<file path="src/rtl/video_timing_pkg.sv">
// video_timing_pkg
//   Shared constants and helpers for the raster timing generator.
//   - DEF_*        : 640x480@60 timing and the default content window
//   - pulse_t      : bundle of the per-line event pulses
//   - pix_rep_legal: accepted pixel/line repetition factors
//   - axis_total   : clocks (or lines) in one full axis period
package video_timing_pkg;

  localparam int DEF_H_ACTIVE    = 640;
  localparam int DEF_H_FP        = 16;
  localparam int DEF_H_SYNC      = 96;
  localparam int DEF_H_BP        = 48;
  localparam int DEF_V_ACTIVE    = 480;
  localparam int DEF_V_FP        = 10;
  localparam int DEF_V_SYNC      = 2;
  localparam int DEF_V_BP        = 33;
  localparam int DEF_PIX_REP     = 2;
  localparam int DEF_WIN_X       = 32;
  localparam int DEF_WIN_Y       = 24;
  localparam int DEF_WIN_W       = 256;
  localparam int DEF_WIN_H       = 192;
  localparam int DEF_RENDER_LEAD = 1;
  localparam int DEF_PW          = 9;

  typedef struct packed {
    logic render;
    logic irq;
    logic frame;
  } pulse_t;

  function automatic bit pix_rep_legal(input int rep);
    return (rep == 1) || (rep == 2);
  endfunction

  function automatic int axis_total(input int active, input int fp,
                                    input int sync, input int bp);
    return active + fp + sync + bp;
  endfunction

endpackage

</file>
<file path="src/rtl/video_axis_counter.sv">
// video_axis_counter
//   One raster axis: a wrapping counter ordered active, front porch,
//   sync, back porch, plus the decoded sync and blank levels.
//   Ports:
//     clk, reset_n : clock, asynchronous active-low reset
//     advance      : count enable (1 for the H axis, hlast for the V axis)
//     count        : current position, 0..TOTAL-1
//     last         : count == TOTAL-1 (combinational)
//     sync         : POL while count is inside the sync interval, else !POL
//     blank        : count is past the active interval
module video_axis_counter
  import video_timing_pkg::*;
#(
  parameter int ACTIVE = DEF_H_ACTIVE,
  parameter int FP     = DEF_H_FP,
  parameter int SYNC   = DEF_H_SYNC,
  parameter int BP     = DEF_H_BP,
  parameter bit POL    = 1'b0,
  parameter int CW     = $clog2(ACTIVE + FP + SYNC + BP + 1)
) (
  input  logic          clk,
  input  logic          reset_n,
  input  logic          advance,
  output logic [CW-1:0] count,
  output logic          last,
  output logic          sync,
  output logic          blank
);

  localparam int TOTAL = axis_total(ACTIVE, FP, SYNC, BP);

  localparam logic [CW-1:0] LAST_C  = CW'(TOTAL - 1);
  localparam logic [CW-1:0] SYNC_LO = CW'(ACTIVE + FP);
  localparam logic [CW-1:0] SYNC_HI = CW'(ACTIVE + FP + SYNC);
  localparam logic [CW-1:0] ACT_C   = CW'(ACTIVE);

  always_ff @(posedge clk or negedge reset_n) begin
    if (!reset_n) begin
      count <= '0;
    end else if (advance) begin
      count <= last ? '0 : count + 1'b1;
    end
  end

  assign last  = (count == LAST_C);
  assign sync  = ((count >= SYNC_LO) && (count < SYNC_HI)) ? POL : ~POL;
  assign blank = (count >= ACT_C);

endmodule

</file>
<file path="src/rtl/video_timing_gen.sv">
// video_timing_gen
//   Parametrised raster timing generator with 1x/2x repetition, content
//   window decode, render look-ahead, line interrupt and frame pulse.
//   Ports:
//     clk, reset_n     : pixel clock, asynchronous active-low reset
//     left_col_blank   : turns the first 8 logical columns of the window
//                        into border
//     irq_en, irq_line : line interrupt enable and window line
//     hpos, vpos       : window-relative logical coordinates, 0 outside
//     hsync, vsync     : sync outputs at the configured polarity
//     blank            : outside the visible area
//     border           : visible but outside the active window
//     render_start     : one-clock pulse, render_line is the line to draw
//     render_line      : held between render_start pulses
//     line_irq_pulse   : one-clock pulse after the selected window line
//     frame_start      : one-clock pulse after the last line of a frame
//   hpos/vpos/sync/blank/border are combinational from the counters;
//   the pulses are registered one clock after hlast.
module video_timing_gen
  import video_timing_pkg::*;
#(
  parameter int H_ACTIVE    = DEF_H_ACTIVE,
  parameter int H_FP        = DEF_H_FP,
  parameter int H_SYNC      = DEF_H_SYNC,
  parameter int H_BP        = DEF_H_BP,
  parameter int V_ACTIVE    = DEF_V_ACTIVE,
  parameter int V_FP        = DEF_V_FP,
  parameter int V_SYNC      = DEF_V_SYNC,
  parameter int V_BP        = DEF_V_BP,
  parameter bit HSYNC_POL   = 1'b0,
  parameter bit VSYNC_POL   = 1'b0,
  parameter int PIX_REP     = DEF_PIX_REP,
  parameter int WIN_X       = DEF_WIN_X,
  parameter int WIN_Y       = DEF_WIN_Y,
  parameter int WIN_W       = DEF_WIN_W,
  parameter int WIN_H       = DEF_WIN_H,
  parameter int RENDER_LEAD = DEF_RENDER_LEAD,
  parameter int PW          = DEF_PW
) (
  input  logic          clk,
  input  logic          reset_n,
  input  logic          left_col_blank,
  input  logic          irq_en,
  input  logic [PW-1:0] irq_line,
  output logic [PW-1:0] hpos,
  output logic [PW-1:0] vpos,
  output logic          hsync,
  output logic          vsync,
  output logic          blank,
  output logic          border,
  output logic          render_start,
  output logic [PW-1:0] render_line,
  output logic          line_irq_pulse,
  output logic          frame_start
);

  localparam int HTOTAL = axis_total(H_ACTIVE, H_FP, H_SYNC, H_BP);
  localparam int VTOTAL = axis_total(V_ACTIVE, V_FP, V_SYNC, V_BP);
  localparam int HW     = $clog2(HTOTAL + 1);
  localparam int VW     = $clog2(VTOTAL + 1);
  // Logical frame height; an odd VTOTAL (525 by default) rounds down.
  localparam int VLOG   = VTOTAL / PIX_REP;
  localparam int SH     = PIX_REP - 1;
  // Wide enough for ynext + RENDER_LEAD + VLOG - WIN_Y < 3*VLOG.
  localparam int LW     = VW + 2;

  localparam logic [HW-1:0] X0 = HW'(WIN_X);
  localparam logic [HW-1:0] X8 = HW'(WIN_X + 8);
  localparam logic [HW-1:0] XE = HW'(WIN_X + WIN_W);
  localparam logic [VW-1:0] Y0 = VW'(WIN_Y);
  localparam logic [VW-1:0] YE = VW'(WIN_Y + WIN_H);

  localparam logic [LW-1:0] LOFS   = LW'(RENDER_LEAD + VLOG - WIN_Y);
  localparam logic [LW-1:0] VLOG_L = LW'(VLOG);
  localparam logic [LW-1:0] WINH_L = LW'(WIN_H);
  localparam logic [PW:0]   WINH_P = (PW + 1)'(WIN_H);

  // Parameter legality. The divisibility rule is applied to the visible
  // height so that the odd 525-line default total stays legal.
  if (!pix_rep_legal(PIX_REP)) begin : g_bad_rep
    $error("video_timing_gen: PIX_REP must be 1 or 2");
  end
  if ((H_ACTIVE % PIX_REP) != 0 || (V_ACTIVE % PIX_REP) != 0) begin : g_bad_div
    $error("video_timing_gen: active size not divisible by PIX_REP");
  end
  if (WIN_X + WIN_W > H_ACTIVE / PIX_REP) begin : g_bad_winx
    $error("video_timing_gen: window exceeds active width");
  end
  if (WIN_Y + WIN_H > V_ACTIVE / PIX_REP) begin : g_bad_winy
    $error("video_timing_gen: window exceeds active height");
  end
  if (RENDER_LEAD >= VLOG || WIN_H > (1 << PW)) begin : g_bad_lead
    $error("video_timing_gen: RENDER_LEAD or WIN_H out of range");
  end

  logic [HW-1:0] hcnt;
  logic [VW-1:0] vcnt;
  logic          hlast, vlast, h_blank, v_blank;

  video_axis_counter #(
    .ACTIVE(H_ACTIVE), .FP(H_FP), .SYNC(H_SYNC), .BP(H_BP),
    .POL(HSYNC_POL), .CW(HW)
  ) u_hcnt (
    .clk     (clk),
    .reset_n (reset_n),
    .advance (1'b1),
    .count   (hcnt),
    .last    (hlast),
    .sync    (hsync),
    .blank   (h_blank)
  );

  video_axis_counter #(
    .ACTIVE(V_ACTIVE), .FP(V_FP), .SYNC(V_SYNC), .BP(V_BP),
    .POL(VSYNC_POL), .CW(VW)
  ) u_vcnt (
    .clk     (clk),
    .reset_n (reset_n),
    .advance (hlast),
    .count   (vcnt),
    .last    (vlast),
    .sync    (vsync),
    .blank   (v_blank)
  );

  // Window decode (zero latency from the counters)
  logic [HW-1:0] x, xstart;
  logic [VW-1:0] y, wline;
  logic          in_x, in_y, active;

  assign blank  = h_blank | v_blank;
  assign x      = hcnt >> SH;
  assign y      = vcnt >> SH;
  assign xstart = left_col_blank ? X8 : X0;
  assign in_x   = (x >= xstart) && (x < XE);
  assign in_y   = (y >= Y0) && (y < YE);
  assign active = !blank && in_x && in_y;
  assign border = !blank && !active;
  assign hpos   = active ? PW'(x - X0) : '0;
  assign vpos   = active ? PW'(y - Y0) : '0;
  assign wline  = y - Y0;

  // Render look-ahead: window line of the logical line RENDER_LEAD ahead
  // of the one about to start, modulo the logical frame height.
  logic [VW-1:0] vnext, ynext;
  logic [LW-1:0] lsum, lmod1, lmod2;
  logic          next_phase0, last_phase;

  assign vnext       = vlast ? '0 : vcnt + 1'b1;
  assign ynext       = vnext >> SH;
  assign next_phase0 = (PIX_REP == 1) || !vnext[0];
  assign last_phase  = (PIX_REP == 1) || vcnt[0];
  assign lsum        = LW'(ynext) + LOFS;
  assign lmod1       = (lsum  >= VLOG_L) ? lsum  - VLOG_L : lsum;
  assign lmod2       = (lmod1 >= VLOG_L) ? lmod1 - VLOG_L : lmod1;

  pulse_t pulse_d;

  assign pulse_d = '{
    render: hlast && next_phase0 && (lmod2 < WINH_L),
    irq:    hlast && irq_en && last_phase && in_y &&
            ({1'b0, irq_line} < WINH_P) && (PW'(wline) == irq_line),
    frame:  hlast && vlast
  };

  // Registered pulse stage
  always_ff @(posedge clk or negedge reset_n) begin
    if (!reset_n) begin
      render_start   <= 1'b0;
      line_irq_pulse <= 1'b0;
      frame_start    <= 1'b0;
      render_line    <= '0;
    end else begin
      render_start   <= pulse_d.render;
      line_irq_pulse <= pulse_d.irq;
      frame_start    <= pulse_d.frame;
      if (pulse_d.render) begin
        render_line <= PW'(lmod2);
      end
    end
  end

endmodule

</file>
<file path="config.mk">
export PLATFORM = sky130hd
export DESIGN_NAME = video_timing_gen
export DESIGN_NICKNAME = d
export VERILOG_FILES = /design/src/rtl/video_timing_pkg.sv /design/src/rtl/video_axis_counter.sv /design/src/rtl/video_timing_gen.sv
export SDC_FILE = /design/constraint.sdc
export NUM_CORES = 1
export LEC_CHECK = 0
export BUFFER_PORTS_ARGS = -buffer_cell sky130_fd_sc_hd__buf_2
export CAP_MARGIN = 20
export CELL_PAD_IN_SITES_DETAIL_PLACEMENT = 1
export CELL_PAD_IN_SITES_GLOBAL_PLACEMENT = 1
export CORE_MARGIN = 2
export CORE_UTILIZATION = 39
export DETAILED_ROUTE_END_ITERATION = 12
export PLACE_DENSITY = 0.88
export SLEW_MARGIN = 10
export SYNTH_ARGS = -nofsm -noshare
export SYNTH_HDL_FRONTEND = slang
export SYNTH_SLANG_ARGS = --single-unit
</file>
<file path="constraint.sdc">
create_clock -name clk -period 4.3 [get_ports clk]
set_input_delay 0.43 -clock clk [delete_from_list [all_inputs] [get_ports clk]]
set_output_delay 0.43 -clock clk [all_outputs]
set_load 0.02 [all_outputs]
</file>
## Yosys cells after proc, flatten, opt, wreduce, memory -nomap -nowiden

Cells that the tools add are included.

- Logic and storage cells: 58
- Input port bits: 13
- Output and inout port bits: 34
- Flip-flop bits (word level): 32

- Eq/ne operators: 3
- Mux-type cells: 9
- $lt $le $gt $ge: 14
- Add/sub/neg operators: 7
- Bitwise operators: 1
- Reductions and logical operators: 18

Operator list:

| operator | number |
|---|---|
| $ge 10x9->1 const B | 3 |
| $mux 12 | 2 |
| $add 10x1->10 const B | 2 |
| $eq 10x10->1 const B | 2 |
| $ge 10x10->1 const B | 2 |
| $mux 10 | 2 |
| $lt 9x8->1 const B | 2 |
| $mux 9 | 2 |
| $logic_and 1x1->1 | 15 |
| $ge 12x9->1 const B | 1 |
| $lt 12x8->1 const B | 1 |
| $sub 12x9->12 const B | 1 |
| $sub 10x9->11 const B | 1 |
| $add 9x8->10 const B | 1 |
| $lt 10x10->1 const B | 1 |
| $lt 10x9->1 const B | 1 |
| $eq 9x9->1 | 1 |
| $ge 9x5->1 const B | 1 |
| $ge 9x6->1 | 1 |
| $lt 9x9->1 const B | 1 |
| $sub 9x5->9 const B | 1 |
| $sub 9x6->9 const B | 1 |
| $mux 4 | 1 |
| $logic_not 1->1 | 3 |
| other kinds (2) | 3 |

## Depth between registers and ports, before layout

- Word-level depth: 9
- Gate-level depth with buffers: 20
- Mapped depth without buffers: 18

## Cells and area by module

Synthesis repeated with hierarchy kept, for this count alone.

- Cells, all modules: 439
- Area total of the unflattened synthesis: 3452.1 µm²

By module, submodules not included:

| module | area an instance (µm²) | times used | sequential area each (µm²) | cells an instance |
|---|---|---|---|---|
| video_timing_gen | 2311.0 | 1 | 300.3 | 326 |
| video_axis_counter (u_hcnt) | 576.8 | 1 | 250.2 | 59 |
| video_axis_counter (u_vcnt) | 564.3 | 1 | 250.2 | 54 |

## Worst setup path after synthesis

OpenSTA, ideal clock, no wires.

- Path type: register to register
- Start point: reg u_vcnt.count[4]
- End point: reg render_line[0]
- Stages on the path, launching flop included: 20
- Clock period less this slack: 4.373 ns
- Data required time: 4.175 ns
- Slack: -0.073 ns
- Setup time: 0.125 ns
- Buffers on the path: 2
- Arrival time: 4.248 ns
- Cells stage by stage: dfrtp_1 -> buf_2 -> inv_2 -> ha_1 -> and3_1 -> buf_2 -> nand3_1 -> nand2_1 -> ha_1 -> a31o_2 -> o221ai_1 -> ha_1 -> inv_1 -> nand2_1 -> o21ai_0 -> a221o_1 -> nor4_4 -> a31oi_2 -> a21boi_4 -> mux2_4

RTL lines:

| element | RTL line | source |
|---|---|---|
| start: declaration | video_axis_counter.sv:24 | `output logic [CW-1:0] count,` |
| start signal: assignment | video_axis_counter.sv:41 | `count <= last ? '0 : count + 1'b1;` |
| end signal: assignment | video_timing_gen.sv:178 | `render_line <= PW'(lmod2);` |
| end: declaration | video_timing_gen.sv:52 | `output logic [PW-1:0] render_line,` |

==> results_dict.tcl <==
set metrics [dict create \
    p_switching_mw 0.159 \
    vias 3471 \
    drc_errors 0 \
    overflow 0 \
    tightestPinTransition_ps 780 \
    fmax_ghz 0.238 \
    cts_max_level 2 \
    p_int_mw 0.482 \
    synth_fa_ha_area_frac 0.0583 \
    finalInstanceArea_um2 4090 \
    ys.warnings.count 0 \
    drv_slew 0 \
    yosysSeqAreaShare 0.249 \
    start_kind "flop" \
    core-area_um2 8090 \
    clockPowerShare 0.505 \
    grt_max_degree 33 \
    dieArea_um2 8990 \
    clk_pin_slew_ps 90 \
    fin_crit_ps 4200 \
    hp-class "input pin to asynchronous set/reset pin" \
    dp.cells 554 \
    start_util 0.398 \
    p_total_mw 0.641 \
    stdcell_count 578 \
    synth_compound_area_frac 0.217 \
    synthToLayoutAreaGrowth_pct 27.0 \
    die_h_um 94.8 \
    first_iter_violations 209 \
    powerDensity_nw_per_um2 157 \
    grt_pass1_wl_um 18000 \
    reg2reg_depth 19 \
    gp_congestion 0.946 \
    detail-route-antenna-nets 0 \
    ys_async_sr_fraction 1.00 \
    syn_avg_cell_area_um2 8.09 \
    leakage_nw 1.82 \
    cts_buffers 5 \
    synthMuxAreaShare 0.0264 \
    critPathMaxFanout 7 \
    synth-simple-area-share 0.294 \
    synth.net_count 426 \
    hold_violations 0 \
    crit_path_end_kind "flop" \
    vias_per_cell 6.01 \
    drt_wl_total_um 12000 \
    required_ps 4490 \
    cap_viol_max_count 0 \
    crit_arrival_ps 4390 \
    firstDrtPassIters 5 \
    root_buffer "clkbuf_8" \
    hpwlAfterDp_um 8140 \
    ys_ff_latch 32 \
    die_x_um 94.8 \
    clock-sinks 32 \
    finClkSkew_ps 9.48 \
    seqPwrFrac 0.469 \
    synth_top_family_by_area "simple AND/OR/NAND/NOR gates" \
    drive_above_1_share 0.323 \
    clock_path_buffers 2 \
    setup_tns_ps 0 \
    period_share 0.977 \
    synth-main-ff-cell "dfrtp_1" \
    final_nets 500 \
    mappedNetlistArea_um2 3220 \
    insertion_delay_ps 310 \
    vdd_drop_max_mv 0.111 \
    antennaDiodeCount 0 \
    holdWs_ps 194 \
    portBuffers 46 \
    avgRoutedWirePerCell_um 20.8 \
    ys_types 78 \
    finalSetupViolCount 0 \
    ios 47 \
    dpl-instance-area_um2 3680 \
    setup.worst_path.class "flop to flop" \
    synth-edff-count 0 \
    grt_pass1_vias 3545 \
    cts_hold_buf 0 \
    power_frac_comb 0.027 \
    syn_inst 398 \
    row_count 33 \
    synth-xor-area-share 0.100 \
    cts_tree "yes" \
    track_usage 0.257 \
    p_sw_frac 0.248 \
    slew_headroom 0.480 \
    status "completed" \
    antenna_found_initial 0 \
]
[cell usage in the layout, fill, tap and decap left out, drive strengths merged, types with 9 or more instances in the layout]
cell type / n
nand3: 16
nand2: 37
nor2: 46
a21oi: 16
and3: 9
nor3: 12
dfrtp: 32
ha: 15
o21ai: 25
xnor2: 28
inv: 20
and2: 12
buf: 88
[sequential cells by signal, summed over array words and instances (netlist names)]
name            count
line_irq_pulse      1
render_line         9
u_hcnt.count       10
u_vcnt.count       10
frame_start         1
render_start        1
[worst paths after layout]
path	startpoint	slack (ps)	endpoint
max	u_vcnt.count[1]$_DFFE_PN0N_	100	render_line[1]$_DFFE_PN0P_
min	reset_n	190	u_hcnt.count[6]$_DFF_PN0_
max reg2reg	u_vcnt.count[1]$_DFFE_PN0N_	100	render_line[1]$_DFFE_PN0P_
min reg2reg	u_hcnt.count[0]$_DFF_PN0_	510	u_hcnt.count[0]$_DFF_PN0_
max in group asynchronous	reset_n	3570	u_vcnt.count[0]$_DFFE_PN0N_
min in group clk	irq_line[6]	400	line_irq_pulse$_DFF_PN0_
[cell families after synthesis]
kind of cell / Yosys count
AOI/OAI and AO/OA: 95
xor gates and xnor gates: 36
adders and majority gates: 15
buffers and inverters: 40
DFF: 32
muxes: 6
and+or+nand+nor: 174
[per-layer routing]
| metal | track usage | part of all wire | vias to the layer above |
|---|---|---|---|
| li1 | - | - | 1582 |
| met1 | 0.320 | 0.42 | 1709 |
| met2 | 0.444 | 0.49 | 145 |
| met3 | 0.0519 | 0.064 | 35 |
| met4 | 0.0833 | 0.029 | 0 |
| met5 | 0 | 0 | - |
[final cells by class]
| type | count | area (um2) |
|---|---|---|
| fillers | 1013 | 4010 |
| multi-input cells | 326 | 2410 |
| flip-flops and latches | 32 | 802 |
| repair buffers | 88 | 558 |
| well taps | 105 | 131 |
| inverters | 19 | 71.3 |
| clock buffers | 5 | 68.8 |
| clock inverters | 3 | 46.3 |
[per-stage QoR]
step / setup WS [ps] / utilization
floorplan: 40.7 / -
global placement: 138 / 0.455
detailed placement: -95.0 / 0.455
CTS: 21.5 / 0.478
global route: -64.1 / 0.505
finish: 99.3 / 0.505
[power groups by stage]
| stage | combinational (mW) | sequential, mW | clock, mW |
|---|---|---|---|
| global placement | 0.0171 | 0.307 | 0 |
| detailed placement | 0.0175 | 0.307 | 0 |
| floorplan | 0.00406 | 0.307 | 0 |
| CTS | 0.0175 | 0.301 | 0.323 |
| finish | 0.0171 | 0.301 | 0.324 |
| global route | 0.0193 | 0.301 | 0.342 |
[critical path: stages, from the launching register on]
cell and delay [ps]:
dfrtp_1 410, inv_1 130, ha_4 140, and3_1 180
nand3_2 150, nand2_2 140, ha_4 180, o21ai_0 180
o221ai_2 280, ha_2 260, inv_1 90, nand2_1 170
o21ai_0 170, a221o_1 420, nor4_4 260, and3_4 250
a21oi_2 70, a21boi_4 170, buf_12 150, mux2_4 290
[repair_timing]
item	4_1_cts	5_1_grt
pin swaps	4	11
endpoints found under the hold margin	0	0
resized for setup	6	25
endpoints found under the setup margin	6	7
setup buffers	4	12
[synthesized netlist by cell type (2+ instances only)]
cell / instances / area, um2
nand2_1: 37 / 139
a21oi_1: 14 / 70.1
a31o_2: 2 / 17.5
nand3_2: 2 / 20.0
a221o_1: 3 / 30.0
or3_4: 2 / 22.5
o211ai_1: 3 / 22.5
and2_1: 11 / 68.8
nor4_4: 2 / 42.5
or2_2: 3 / 18.8
or3_1: 6 / 37.5
mux2_4: 5 / 75.1
o31ai_1: 5 / 37.5
or4_1: 2 / 15.0
o22ai_1: 2 / 12.5
dfrtp_1: 32 / 801
nor4_1: 6 / 37.5
o21ai_1: 3 / 15.0
nor2_1: 46 / 173
nor4b_1: 2 / 17.5
nand3b_1: 2 / 15.0
and4_1: 2 / 17.5
xnor2_1: 27 / 236
ha_1: 15 / 188
inv_1: 18 / 67.6
clkbuf_1: 10 / 37.5
a211oi_1: 3 / 22.5
xor2_1: 8 / 70.1
o2111ai_1: 2 / 17.5
nor3_1: 10 / 50.1
buf_4: 3 / 22.5
nand2b_1: 2 / 12.5
a22o_1: 2 / 17.5
o31a_1: 2 / 17.5
nand3_1: 14 / 70.1
nand4_1: 7 / 43.8
a22oi_1: 2 / 15.0
o21ai_0: 22 / 110
a31oi_1: 4 / 25.0
and3_1: 9 / 56.3
buf_2: 6 / 30.0
nor2b_1: 2 / 12.5
a21o_1: 3 / 22.5
Power figures use the tool's default switching activity.
